===== src/rtl/knn_vote.sv =====
// Majority vote over the K nearest neighbours: label lookup, sequential per-class
// counting, then a class scan with nearest-neighbour tie-break.
module knn_vote #(
  parameter int unsigned IDX_W       = 7,
  parameter int unsigned NUM_PTS     = 128,
  parameter int unsigned LABEL_W     = 4,
  parameter int unsigned NUM_CLASSES = 16,
  parameter int unsigned K           = 6,
  parameter int unsigned CNT_W       = 3
) (
  input  logic               clk,
  input  logic               rst,
  input  logic               LBL_WE,
  input  logic [IDX_W-1:0]   LBL_ADDR,
  input  logic [LABEL_W-1:0] LBL_WDATA,
  input  logic               VOTE_START,
  input  logic [2:0]         VOTE_K,
  input  logic [IDX_W-1:0]   IN1,
  input  logic [IDX_W-1:0]   IN2,
  input  logic [IDX_W-1:0]   IN3,
  input  logic [IDX_W-1:0]   IN4,
  input  logic [IDX_W-1:0]   IN5,
  input  logic [IDX_W-1:0]   IN6,
  output logic               VOTE_BUSY,
  output logic               VOTE_DONE,
  output logic [LABEL_W-1:0] VOTE_CLASS,
  output logic [CNT_W-1:0]   VOTE_COUNT,
  output logic               VOTE_TIE
);

  localparam int unsigned NUM_IN = 6;
  localparam int unsigned RANK_W = 3;
  localparam int unsigned CLS_W  = LABEL_W;

  typedef enum logic [1:0] {IDLE, COUNT, SELECT, DONE} state_e;

  state_e state_q, state_d;

  logic [LABEL_W-1:0] lbl_q   [NUM_PTS];
  logic [LABEL_W-1:0] lbl_d   [NUM_PTS];
  logic [IDX_W-1:0]   idx_q   [NUM_IN];
  logic [IDX_W-1:0]   idx_d   [NUM_IN];
  logic [CNT_W-1:0]   cnt_q   [NUM_CLASSES];
  logic [CNT_W-1:0]   cnt_d   [NUM_CLASSES];
  logic [RANK_W-1:0]  first_q [NUM_CLASSES];
  logic [RANK_W-1:0]  first_d [NUM_CLASSES];

  logic [RANK_W-1:0]  keff_q, keff_d, rank_q, rank_d, best_first_q, best_first_d;
  logic [CLS_W-1:0]   cls_q, cls_d, best_class_q, best_class_d;
  logic [CNT_W-1:0]   best_cnt_q, best_cnt_d;
  logic               best_tie_q, best_tie_d;
  logic               busy_q, busy_d, done_q, done_d, tie_q, tie_d;
  logic [LABEL_W-1:0] class_q, class_d;
  logic [CNT_W-1:0]   count_q, count_d;

  logic [IDX_W-1:0]   in_c [NUM_IN];
  logic [RANK_W-1:0]  keff_c;
  logic [IDX_W-1:0]   cur_idx_c;
  logic [LABEL_W-1:0] cur_lbl_c;

  assign in_c[0] = IN1;
  assign in_c[1] = IN2;
  assign in_c[2] = IN3;
  assign in_c[3] = IN4;
  assign in_c[4] = IN5;
  assign in_c[5] = IN6;

  assign keff_c = (VOTE_K == RANK_W'(0)) ? RANK_W'(1) :
                  (VOTE_K > RANK_W'(K))  ? RANK_W'(K) : VOTE_K;

  // Label of the neighbour at the current rank; out-of-table indices read as 0
  always_comb begin
    cur_idx_c = '0;
    for (int i = 0; i < int'(NUM_IN); i++) begin
      if (rank_q == RANK_W'(i)) cur_idx_c = idx_q[i];
    end
    cur_lbl_c = (32'(cur_idx_c) < NUM_PTS) ? lbl_q[cur_idx_c] : '0;
  end

  always_ff @(posedge clk or posedge rst) begin
    if (rst) state_q <= IDLE;
    else     state_q <= state_d;
  end

  always_comb begin
    state_d = state_q;
    case (state_q)
      IDLE:    if (VOTE_START) state_d = COUNT;
      COUNT:   if (rank_q == keff_q - RANK_W'(1)) state_d = SELECT;
      SELECT:  if (cls_q == CLS_W'(NUM_CLASSES - 1)) state_d = DONE;
      DONE:    state_d = IDLE;
      default: state_d = IDLE;
    endcase
  end

  always_comb begin
    lbl_d        = lbl_q;
    idx_d        = idx_q;
    cnt_d        = cnt_q;
    first_d      = first_q;
    keff_d       = keff_q;
    rank_d       = rank_q;
    cls_d        = cls_q;
    best_first_d = best_first_q;
    best_class_d = best_class_q;
    best_cnt_d   = best_cnt_q;
    best_tie_d   = best_tie_q;
    class_d      = class_q;
    count_d      = count_q;
    tie_d        = tie_q;
    done_d       = 1'b0;
    busy_d       = (state_d != IDLE);

    if (LBL_WE && (32'(LBL_ADDR) < NUM_PTS)) lbl_d[LBL_ADDR] = LBL_WDATA;

    case (state_q)
      IDLE: begin
        if (VOTE_START) begin
          idx_d  = in_c;
          keff_d = keff_c;
          rank_d = '0;
          for (int c = 0; c < int'(NUM_CLASSES); c++) begin
            cnt_d[c]   = '0;
            first_d[c] = '0;
          end
        end
      end
      COUNT: begin
        if (32'(cur_lbl_c) < NUM_CLASSES) begin
          if (cnt_q[cur_lbl_c] == '0) first_d[cur_lbl_c] = rank_q;
          cnt_d[cur_lbl_c] = cnt_q[cur_lbl_c] + CNT_W'(1);
        end
        rank_d = rank_q + RANK_W'(1);
        if (state_d == SELECT) begin
          cls_d        = '0;
          best_class_d = '0;
          best_cnt_d   = '0;
          best_first_d = '1;
          best_tie_d   = 1'b0;
        end
      end
      SELECT: begin
        // Higher count wins outright; equal nonzero count flags a tie and nearer first vote wins
        if (cnt_q[cls_q] > best_cnt_q) begin
          best_class_d = cls_q;
          best_cnt_d   = cnt_q[cls_q];
          best_first_d = first_q[cls_q];
          best_tie_d   = 1'b0;
        end else if (cnt_q[cls_q] == best_cnt_q && cnt_q[cls_q] != '0) begin
          best_tie_d = 1'b1;
          if (first_q[cls_q] < best_first_q) begin
            best_class_d = cls_q;
            best_first_d = first_q[cls_q];
          end
        end
        cls_d = cls_q + CLS_W'(1);
      end
      DONE: begin
        class_d = best_class_q;
        count_d = best_cnt_q;
        tie_d   = best_tie_q;
        done_d  = 1'b1;
      end
      default: ;
    endcase
  end

  always_ff @(posedge clk or posedge rst) begin
    if (rst) begin
      for (int i = 0; i < int'(NUM_PTS); i++) lbl_q[i] <= '0;
      for (int i = 0; i < int'(NUM_IN); i++) idx_q[i] <= '0;
      for (int c = 0; c < int'(NUM_CLASSES); c++) begin
        cnt_q[c]   <= '0;
        first_q[c] <= '0;
      end
      keff_q       <= '0;
      rank_q       <= '0;
      cls_q        <= '0;
      best_first_q <= '0;
      best_class_q <= '0;
      best_cnt_q   <= '0;
      best_tie_q   <= 1'b0;
      class_q      <= '0;
      count_q      <= '0;
      tie_q        <= 1'b0;
      done_q       <= 1'b0;
      busy_q       <= 1'b0;
    end else begin
      lbl_q        <= lbl_d;
      idx_q        <= idx_d;
      cnt_q        <= cnt_d;
      first_q      <= first_d;
      keff_q       <= keff_d;
      rank_q       <= rank_d;
      cls_q        <= cls_d;
      best_first_q <= best_first_d;
      best_class_q <= best_class_d;
      best_cnt_q   <= best_cnt_d;
      best_tie_q   <= best_tie_d;
      class_q      <= class_d;
      count_q      <= count_d;
      tie_q        <= tie_d;
      done_q       <= done_d;
      busy_q       <= busy_d;
    end
  end

  assign VOTE_BUSY  = busy_q;
  assign VOTE_DONE  = done_q;
  assign VOTE_CLASS = class_q;
  assign VOTE_COUNT = count_q;
  assign VOTE_TIE   = tie_q;

endmodule

===== config.mk =====
export PLATFORM = sky130hd
export DESIGN_NAME = knn_vote
export DESIGN_NICKNAME = d
export VERILOG_FILES = /design/src/rtl/knn_vote.sv
export SDC_FILE = /design/constraint.sdc
export NUM_CORES = 2
export LEC_CHECK = 0
export ABC_AREA = 1
export BUFFER_PORTS_ARGS = -buffer_cell sky130_fd_sc_hd__buf_4
export CAP_MARGIN = 20
export CORE_MARGIN = 4
export CORE_UTILIZATION = 37
export CTS_CLUSTER_DIAMETER = 50
export DETAILED_ROUTE_END_ITERATION = 7
export GPL_TIMING_DRIVEN = 1
export PLACE_DENSITY = 0.52
export SLEW_MARGIN = 20
export SYNTH_ARGS = -nofsm -noshare
export SYNTH_HDL_FRONTEND = slang
export SYNTH_SLANG_ARGS = --single-unit

===== constraint.sdc =====
create_clock -name clk -period 28.9 [get_ports clk]
set_input_delay 1.445 -clock clk [delete_from_list [all_inputs] [get_ports clk]]
set_output_delay 1.445 -clock clk [all_outputs]
set_load 0.1 [all_outputs]

==> metrics.yaml <==
vias: 28700
core_region_area_mm2: 0.0869
clockBufferDepth: 3
finalSetupViolCount: 0
cts_buffers: 95
ys_ff_latch: 683
numPortBuffers: 69
cp-end-kind: "register"
wl_per_cell_um: 19.8
dieArea_mm2: 0.0925
total_power_mw: 5.11
first_iter_violations: 2468
netlist-cell-type-count: 40
grt-ovfl-total: 0
route.detailed.vias_per_inst: 5.38
skew_ps: 29.9
path_class: "register to register"
worstPathRequired_ps: 29420
mostFrequentLayoutCell: "nand2_1"
finalCritPeriodShare_pct: 28.3
hold_buffers: 0
clkSinkCount: 683
synth_edf_count: 0
synth_warnings: 0
finalSetupTns_ps: 0
die_h_um: 304
num_rows: 108
die_w_um: 304
grt_usage_pct: 22.5
crit_arrival_ps: 8710
ys.flop_type: "dfrtp_1"
cap_violations: 0
rsz0062_at_grt: "false"
finalHoldViolations: 0
gp_congestion: 0.813
worst_hold_path_type: "register to register"
drtPass1Iterations: 7
dp_hpwl_mm: 60.9
worst_pin_slew_ps: 1000
cts_repair_resize_count: 0
synth.cell_area_mm2: 0.0324
crit_path_max_incr_delay_ps: 910
cts_tree: "built"
synthCells: 4134
finalCriticalPeriod_ps: 8190
nets: 4178
final_cell_mix: "1453 x nand2_1, 756 x nand3_1, 682 x dfrtp_1"
cts_setup_buffers: 0
post-route-util_pct: 42.7
cp-start-kind: "register"
syn2layout_area_growth_pct: 14.4
worstPathMaxFanout: 84
leakage_nw: 17.0
p_per_area_mw_per_mm2: 138
grt_pass1_vias: 27800
antenna_found_initial: 1
synth_fp_nets: 4208
crit_top_cell: "nand2_1"
drc: 0
num_io_pins: 70
relSlewSlack_pct: 33.3
layout-drive-gt1-share_pct: 7.52
htreeDepth: 3
syn_area_per_cell_um2: 7.85
crit_slowest_cell: "dfrtp_1"
clk-insertion-delay-late_ps: 630
cts.clk_slew.worst_paths_ps: 60
wirelength_mm: 106
clockRootBuffer: "clkbuf_16"
antenna_cells: 0
max-vdd-ir-drop_mv: 0.167
start_util_pct: 37.3
seq_area_frac_synth_pct: 52.7
async_flop_share_pct: 100
grt_max_degree: 175
ant_nets: 0
grt_pass1_wl_mm: 167
slew_violations: 0
fmax_mhz: 122
status: "complete, no violations"
-- cell usage after synthesis, types with 3 or more instances --
master / count / area, µm²
buf_4: 9 / 67.6
nor2_4: 3 / 33.8
o211ai_1: 10 / 75.1
nor2_1: 102 / 383
a21oi_1: 27 / 135
nand2_1: 1454 / 5460
buf_6: 4 / 45.0
a22oi_1: 10 / 75.1
inv_1: 122 / 458
ha_1: 14 / 175
clkinv_1: 5 / 18.8
inv_2: 8 / 30.0
o21ai_0: 625 / 3130
o221ai_1: 12 / 105
nand2_2: 6 / 37.5
clkbuf_1: 135 / 507
nand3_1: 756 / 3780
nor2_2: 5 / 31.3
dfrtp_1: 683 / 17100
nand2_4: 3 / 33.8
nor3_1: 4 / 20.0
buf_1: 15 / 56.3
nand3b_1: 3 / 22.5
o22ai_1: 18 / 113
o21ai_1: 9 / 45.0
buf_2: 74 / 370
-- registers in the layout, summed over array words and instances (netlist names), 4 cells and up --
name,cells
VOTE_CLASS,4
cnt_q,48
first_q,48
lbl_q,512
cls_q,4
best_class_q,4
idx_q,42
-- cells by family (layout without fill, tap and decap cells) --
family | Yosys count | after routing | share of synthesized area [%]
buf+inv | 372 | 415 | 4.79
xor+xnor | 3 | 3 | 0.0810
simple gates | 2342 | 2342 | 30.4
compound gates | 720 | 720 | 11.6
flops | 683 | 683 | 52.7
fa+ha+maj | 14 | 14 | 0.540
-- metal layers --
metal	track usage (%)	up-vias	routed length [µm]
met5	0	-	9
met4	5.59	2	2130
met3	3.49	143	6700
met2	35.4	844	47700
met1	32.5	14000	49200
li1	-	13700	-
-- critical path: cells and delay by family, from the launching register on --
kind | cells | cell delay, ps
simple gates | 23 | 4050
buf+inv | 6 | 2200
flops | 1 | 910
fa+ha+maj | 2 | 570
compound gates | 1 | 140
-- area by class of cell --
| cell class | count | area, µm² |
|---|---|---|
| Timing Repair Buffer | 110 | 888 |
| Sequential cell | 683 | 17100 |
| Inverter | 135 | 527 |
| Tap cell | 1155 | 1450 |
| Multi-Input combinational cell | 3079 | 13900 |
| Clock buffer | 123 | 2640 |
| Clock inverter | 47 | 658 |
| Fill cell | 8916 | 49800 |
-- where the power goes --
part           switching, mW  total, mW  internal, mW
Clock                  0.457       1.22         0.762
Sequential            0.0922       1.19          1.10
Combinational           2.06       2.70         0.647
Total                   2.61       5.11          2.50
-- metrics by stage --
step	hold WS (ps)	setup slack (ps)	std cells	cell area, µm²
3_5_place_dp	454	20820	5162	33800
6_report	466	20710	5332	37100
5_1_grt	487	20070	5332	37100
2_1_floorplan	437	8310	4134	32400
4_1_cts	468	20780	5332	37100
3_3_place_gp	459	20980	5162	33800
-- final timing paths --
| path | to | from | cells after the start | slack [ps] |
|---|---|---|---|---|
| max | first_q[42]$_DFFE_PP0P_ | rank_q[1]$_DFFE_PP0P_ | 32 | 20710 |
| min | first_q[32]$_DFFE_PP0P_ | first_q[32]$_DFFE_PP0P_ | 2 | 470 |
| max reg2reg | first_q[42]$_DFFE_PP0P_ | rank_q[1]$_DFFE_PP0P_ | 32 | 20710 |
| min reg2reg | first_q[32]$_DFFE_PP0P_ | first_q[32]$_DFFE_PP0P_ | 2 | 470 |
| max in group asynchronous | lbl_q[125]$_DFFE_PP0P_ | rst | 4 | 25610 |
| min in group asynchronous | lbl_q[412]$_DFFE_PP0P_ | rst | 2 | 1050 |
No activity file was read; power rests on OpenSTA's default activity.
